$ cat config.mk
export PLATFORM = sky130hd
export DESIGN_NAME = mem_access_ctrl
export DESIGN_NICKNAME = d
export VERILOG_FILES = /design/src/rtl/mem_ctrl_pkg.sv /design/src/rtl/mem_wait_timer.sv /design/src/rtl/mem_access_ctrl.sv
export SDC_FILE = /design/constraint.sdc
export NUM_CORES = 1
export LEC_CHECK = 0
export ABC_CLOCK_PERIOD_IN_PS = 2500
export CAP_MARGIN = 5
export CELL_PAD_IN_SITES_DETAIL_PLACEMENT = 1
export CELL_PAD_IN_SITES_GLOBAL_PLACEMENT = 1
export CORE_ASPECT_RATIO = 0.7
export CORE_MARGIN = 10
export CORE_UTILIZATION = 34
export CTS_CLUSTER_SIZE = 10
export DETAILED_ROUTE_END_ITERATION = 7
export PLACE_DENSITY = 0.84
export SLEW_MARGIN = 20
export SYNTH_ARGS = -nofsm -noshare
export SYNTH_HDL_FRONTEND = slang
export SYNTH_SLANG_ARGS = --single-unit
$ cat constraint.sdc
create_clock -name clk -period 2.5 [get_ports clk]
set_input_delay 0.5 -clock clk [delete_from_list [all_inputs] [get_ports clk]]
set_output_delay 0.5 -clock clk [all_outputs]
set_load 0.1 [all_outputs]
$ cat src/rtl/mem_ctrl_pkg.sv
// Shared types and constants for the data-memory access controller.
// Holds the FSM state encoding, timeout default and wait-counter width.
package mem_ctrl_pkg;

  localparam int TIMEOUT_DEF = 15;
  localparam int CNT_W       = 4;

  typedef enum logic [1:0] {
    IDLE,
    ACCESS,
    DONE
  } state_e;

  typedef struct packed {
    logic        we;
    logic [31:0] addr;
    logic [31:0] wdata;
  } mem_cmd_t;

endpackage

$ cat src/rtl/mem_wait_timer.sv
// Wait-cycle counter for the ACCESS state.
// Clear wins over enable; tc_o flags the last permitted wait cycle.
module mem_wait_timer
  import mem_ctrl_pkg::*;
#(
  parameter int TIMEOUT = TIMEOUT_DEF
) (
  input  logic clk,
  input  logic rst_n,
  input  logic clr_i,
  input  logic en_i,
  output logic tc_o
);

  logic [CNT_W-1:0] cnt_q;

  assign tc_o = (cnt_q == CNT_W'(TIMEOUT - 1));

  always_ff @(posedge clk or negedge rst_n) begin
    if (!rst_n) begin
      cnt_q <= '0;
    end else if (clr_i) begin
      cnt_q <= '0;
    end else if (en_i) begin
      cnt_q <= cnt_q + 1'b1;
    end
  end

endmodule

$ cat src/rtl/mem_access_ctrl.sv
// MEM-stage data-memory controller: stalls the pipeline across a
// registered memory request and flags bad or timed-out accesses.
module mem_access_ctrl
  import mem_ctrl_pkg::*;
#(
  parameter int TIMEOUT = TIMEOUT_DEF
) (
  input  logic        clk,
  input  logic        rst_n,
  input  logic        MemRead,
  input  logic        MemWrite,
  input  logic [31:0] Addr,
  input  logic [31:0] WData,
  output logic        Stall,
  output logic [31:0] LoadData,
  output logic        AccErr,
  output logic        mem_req,
  output logic        mem_we,
  output logic [31:0] mem_addr,
  output logic [31:0] mem_wdata,
  input  logic        mem_ready,
  input  logic [31:0] mem_rdata
);

  state_e      state_q, state_d;
  mem_cmd_t    cmd_q, cmd_d;
  logic        req_q, req_d;
  logic        tmo_q, tmo_d;
  logic [31:0] load_q, load_d;

  logic stall, err;
  logic clr, en, tc;
  logic any_req, bad_req;

  assign any_req = MemRead | MemWrite;
  assign bad_req = (MemRead & MemWrite) | (|Addr[1:0]);

  mem_wait_timer #(
    .TIMEOUT (TIMEOUT)
  ) u_timer (
    .clk   (clk),
    .rst_n (rst_n),
    .clr_i (clr),
    .en_i  (en),
    .tc_o  (tc)
  );

  always_comb begin
    state_d = state_q;
    cmd_d   = cmd_q;
    req_d   = req_q;
    tmo_d   = tmo_q;
    load_d  = load_q;
    stall   = 1'b0;
    err     = 1'b0;
    clr     = 1'b1;
    en      = 1'b0;
    unique case (state_q)
      IDLE: begin
        tmo_d = 1'b0;
        if (any_req && bad_req) begin
          err = 1'b1;
        end else if (any_req) begin
          stall   = 1'b1;
          cmd_d   = '{we: MemWrite, addr: Addr, wdata: WData};
          req_d   = 1'b1;
          state_d = ACCESS;
        end
      end
      ACCESS: begin
        stall = 1'b1;
        clr   = 1'b0;
        if (mem_ready) begin
          clr     = 1'b1;
          req_d   = 1'b0;
          state_d = DONE;
          if (!cmd_q.we) begin
            load_d = mem_rdata;
          end
        end else if (tc) begin
          clr     = 1'b1;
          req_d   = 1'b0;
          tmo_d   = 1'b1;
          state_d = DONE;
        end else begin
          en = 1'b1;
        end
      end
      DONE: begin
        err     = tmo_q;
        tmo_d   = 1'b0;
        state_d = IDLE;
      end
      default: begin
        state_d = IDLE;
      end
    endcase
  end

  always_ff @(posedge clk or negedge rst_n) begin
    if (!rst_n) begin
      state_q <= IDLE;
      cmd_q   <= '0;
      req_q   <= 1'b0;
      tmo_q   <= 1'b0;
      load_q  <= '0;
    end else begin
      state_q <= state_d;
      cmd_q   <= cmd_d;
      req_q   <= req_d;
      tmo_q   <= tmo_d;
      load_q  <= load_d;
    end
  end

  // Combinational outputs stay quiet while reset is held.
  assign Stall     = stall & rst_n;
  assign AccErr    = err & rst_n;
  assign mem_req   = req_q;
  assign mem_we    = cmd_q.we;
  assign mem_addr  = cmd_q.addr;
  assign mem_wdata = cmd_q.wdata;
  assign LoadData  = load_q;

endmodule

==> results of run 1 <==
[critical path, delay by kind of cell]
kind / cells / cell delay [ns]
xor+xnor: 1 / 0.27
simple gates: 1 / 0.11
buf+inv: 2 / 0.75
compound gates: 1 / 0.20
[cell families after synthesis]
family          count (synthesis)  share of synthesized area, %
flops                         105                          64.1
xor+xnor                        3                         0.641
compound gates                 10                          1.65
simple gates                   19                          2.69
fa+ha+maj                       2                         0.610
mux                            94                          28.1
buf+inv                        13                          2.20
[synthesized netlist by cell type]
cell type	count	share of area, %
dfrtp_1	105	64
a41oi_1	1	0.21
a211o_1	1	0.21
nor2b_1	1	0.15
buf_6	3	0.82
xnor2_1	1	0.21
mux2_2	69	19
ha_1	2	0.61
a21boi_0	1	0.18
buf_2	3	0.37
o21ai_0	2	0.24
nor3b_2	1	0.31
o22a_1	1	0.21
nand3_1	2	0.24
and2_1	2	0.31
nand2_1	4	0.37
a31oi_1	1	0.15
inv_1	3	0.27
mux2_4	25	9.2
nor2_1	7	0.64
nand2b_1	1	0.15
xor2_1	2	0.43
buf_4	4	0.73
a21oi_1	2	0.24
nor4_4	1	0.52
o211ai_1	1	0.18
[per-stage QoR]
stage          cell area [um2]  utilization, %  std cells  TNS (ns)
2_1_floorplan             4110               -        246   -0.0179
3_3_place_gp              6070            51.6        599         0
3_5_place_dp              6070            51.6        599         0
4_1_cts                   6410            54.5        614         0
5_1_grt                   6410            54.5        614         0
6_report                  6410            54.5        614         0
[sequential cells by signal, indices dropped and copies added (netlist names)]
register,count
state_q,2
LoadData,32
mem_we,1
mem_wdata,32
tmo_q,1
mem_req,1
u_timer.cnt_q,4
mem_addr,32
[routing by layer]
metal	track usage, %	vias up	share of wire, %
met3	5.66	5	10
met2	23.9	111	49
met5	0	-	0
met1	16.1	1408	40
met4	3.07	0	0.65
li1	-	1270	-
[final cells by class]
type / instances / area [um2]
clock buffers: 10 / 239
clock inverters: 5 / 104
repair buffers: 206 / 1830
fillers: 1171 / 5360
multi-input cells: 128 / 1400
flip-flops and latches: 105 / 2630
well taps: 157 / 196
inverters: 3 / 11.3
[path summary, 6_finish.rpt]
check                                                    end  cells past startpoint  slack (ns)                         start
worst max register to register      LoadData[13]$_DFFE_PN0P_                      4        0.76        state_q[1]$_DFFE_PN0P_
worst min-delay path                LoadData[28]$_DFFE_PN0P_                      2        0.25                         rst_n
max in group asynchronous           LoadData[14]$_DFFE_PN0P_                      2        1.52                         rst_n
worst max-delay path                                   Stall                      5        0.17                       MemRead
min in group clk                u_timer.cnt_q[0]$_DFFE_PN0P_                      1        0.50  u_timer.cnt_q[0]$_DFFE_PN0P_
worst min register to register  u_timer.cnt_q[0]$_DFFE_PN0P_                      1        0.50  u_timer.cnt_q[0]$_DFFE_PN0P_
==> flow_metrics.tcl, run 1 <==
set metrics [dict create \
    antenna_found_initial 0 \
    grt_pass1_vias 3221 \
    dp_slack_ns 0.166 \
    relSlewSlack_pct 41.9 \
    die_h_um 112 \
    cts-resized-gates 0 \
    cp.arrival_ns 1.83 \
    setup.worst_path.end_class "primary output" \
    n_antenna_cell 0 \
    ys_seq_area_share_pct 64.1 \
    synth_cell_types 26 \
    fin_skew_ns 0.0100 \
    required_ns 2.00 \
    clkSinkCount 105 \
    crit_type "input pin to primary output" \
    slowest_stage "clkdlybuf4s50_1" \
    gp_congestion 0.805 \
    worstHoldPathType "input pin to asynchronous set/reset pin" \
    grt-ovfl-total 0 \
    setup_slack_ns 0.169 \
    io_pins 201 \
    clock-root-buffer "clkbuf_16" \
    layout_commonest_cell "dfrtp_1" \
    synth_nets 349 \
    cts_tree "done" \
    cp-start-kind "input pin" \
    cts_inserted_buffers 9 \
    path_cells "clkdlybuf4s50_1 > xor2_1 > nand2_4 > a21oi_2 > buf_12" \
    vias 2794 \
    clk_pin_slew_ns 0.07 \
    dieArea_um2 16900 \
    ys_warn_count 0 \
    drive_gt1_share_pct 48.4 \
    grt_pass1_wl_mm 18.8 \
    period_needed_ns 2.33 \
    final_cell_mix "105 x dfrtp_1, 104 x buf_4, 99 x clkdlybuf4s50_1" \
    tightest_slew_ns 0.871 \
    cp_max_fo 5 \
    post-route-drc-count 0 \
    grt_max_degree 68 \
    cts_buffer_depth 2 \
    row_count 33 \
    die_x_um 151 \
    synthCells 246 \
    clock_latency_ns 0.33 \
    rsz0062_at_grt "no" \
    critPathMaxStageDelay_ns 0.56 \
    viasPerCell 4.55 \
    port_buffers 200 \
    htreeDepth 3 \
    finalHoldViolations 0 \
    ctsHoldBuffers 0 \
    initial_core_util_pct 34.8 \
    max_freq_mhz 429 \
    fin_crit_sh_pct 93.2 \
    synth-seq-cells 105 \
    cts_setup_buffers 0 \
    drtIter0Drc 113 \
    syn_avg_cell_area_um2 16.7 \
    wirelength_mm 12.4 \
    nets 556 \
    core_area_um2 11800 \
    drv_slew 0 \
    whs_ns 0.245 \
    hpwl_mm 9.70 \
    firstDrtPassIters 4 \
    postRouteAntennaNets 0 \
    wl_per_cell_um 20.2 \
    drv_cap 0 \
    status "complete, no violations" \
    setup_violations 0 \
    synth_area_um2 4100 \
    area_delta_synth_final_pct 56.4 \
    track_usage_pct 14.0 \
]
Power of run 1 is left out: the tool's default activity adds up to more than one toggle a clock period on the data nets, which glitch-free logic cannot reach.
==> inputs of run 2 (changes only) <==
Settings changed: CTS_CLUSTER_DIAMETER set to 150, MAX_ROUTING_LAYER set to met4.
==> run 2 against run 1 <==
Net effect: via count grew 0.29%; utilization is the same; first-iteration DRC count shrank 0.88%; setup slack barely moved; clock skew fell by 0.0024 ns; register-to-register slack is essentially flat; clock-buffer cell count stayed put; largest cell class unchanged.
==> flow_metrics.tcl, run 2 (synthesis gave the netlist of run 1 again) <==
set metrics [dict create \
    status "complete, no violations" \
    setup.worst_path.end_class "primary output" \
    cts_inserted_buffers 9 \
    drv_slew 0 \
    grt_max_degree 68 \
    die_h_um 112 \
    clk_pin_slew_ns 0.07 \
    layout_commonest_cell "dfrtp_1" \
    grt-ovfl-total 0 \
    dp_slack_ns 0.166 \
    postRouteAntennaNets 0 \
    final_cell_mix "105 x dfrtp_1, 104 x buf_4, 99 x clkdlybuf4s50_1" \
    post-route-drc-count 0 \
    drtIter0Drc 112 \
    track_usage_pct 14.4 \
    port_buffers 200 \
    area_delta_synth_final_pct 56.4 \
    cts_buffer_depth 2 \
    io_pins 201 \
    clock_latency_ns 0.33 \
    core_area_um2 11800 \
    viasPerCell 4.56 \
    tightest_slew_ns 0.867 \
    period_needed_ns 2.33 \
    htreeDepth 3 \
    crit_type "input pin to primary output" \
    grt_pass1_wl_mm 18.7 \
    n_antenna_cell 0 \
    row_count 33 \
    hpwl_mm 9.70 \
    firstDrtPassIters 4 \
    relSlewSlack_pct 42.2 \
    ctsHoldBuffers 0 \
    drv_cap 0 \
    cts_setup_buffers 0 \
    fin_crit_sh_pct 93.2 \
    finalHoldViolations 0 \
    clock-root-buffer "clkbuf_16" \
    clkSinkCount 105 \
    setup_slack_ns 0.169 \
    cp_max_fo 5 \
    nets 556 \
    vias 2802 \
    fin_skew_ns 0.00760 \
    required_ns 2.00 \
    die_x_um 151 \
    rsz0062_at_grt "no" \
    cts_tree "done" \
    dp_cells 599 \
    max_freq_mhz 429 \
    setup_violations 0 \
    cts-resized-gates 0 \
    cp-start-kind "input pin" \
    cp.arrival_ns 1.83 \
    grt_pass1_vias 3239 \
    wirelength_mm 12.4 \
    wl_per_cell_um 20.2 \
    dieArea_um2 16900 \
    gp_congestion 0.817 \
    antenna_found_initial 0 \
    initial_core_util_pct 34.8 \
    drive_gt1_share_pct 48.4 \
    setup_tns_ns 0 \
    stdcell_count 614 \
    worstHoldPathType "input pin to asynchronous set/reset pin" \
]
## run 2: cell counts in the layout (fill, tap and decap cells not counted)
No cell type changed its count.
## run 2: final cells by class
type / instances / area, um2
Clock buffer: 10 / 239
Inverter: 3 / 11.3
Tap cell: 157 / 196
Clock inverter: 5 / 104
Fill cell: 1171 / 5360
Timing Repair Buffer: 206 / 1830
Sequential cell: 105 / 2630
Multi-Input combinational cell: 128 / 1400
## run 2: worst max-delay path: stages
cell,delay (ns)
clkdlybuf4s50_1,0.56
xor2_1,0.27
nand2_4,0.11
a21oi_2,0.20
buf_12,0.19
## run 2: layer usage
metal  share of wire (%)  GRT usage, %  vias to the layer above
met5                   0             -                        -
met4                0.65          2.88                        0
met3                 9.1          5.10                        5
met2                  50          23.9                      113
met1                  41          16.5                     1415
li1                    -             -                     1269
## run 2: path summary, 6_finish.rpt
| check | from | end | slack, ns | depth (start not counted) |
|---|---|---|---|---|
| max reg2reg | state_q[1]$_DFFE_PN0P_ | LoadData[13]$_DFFE_PN0P_ | 0.76 | 4 |
| min | rst_n | LoadData[28]$_DFFE_PN0P_ | 0.25 | 2 |
| max in group asynchronous | rst_n | LoadData[14]$_DFFE_PN0P_ | 1.52 | 2 |
| min in group clk | u_timer.cnt_q[0]$_DFFE_PN0P_ | u_timer.cnt_q[0]$_DFFE_PN0P_ | 0.50 | 1 |
| max | MemRead | Stall | 0.17 | 5 |
| min reg2reg | u_timer.cnt_q[0]$_DFFE_PN0P_ | u_timer.cnt_q[0]$_DFFE_PN0P_ | 0.50 | 1 |
## run 2: per-stage QoR
step | instance area, um2 | hold WS (ns) | util [%]
6_report | 6410 | 0.246 | 54.5
5_1_grt | 6410 | 0.296 | 54.5
4_1_cts | 6410 | 0.260 | 54.5
3_5_place_dp | 6070 | 0.492 | 51.6
3_3_place_gp | 6070 | 0.475 | 51.6
2_1_floorplan | 4110 | 0.204 | -
Power of run 2 is left out for the same reason.
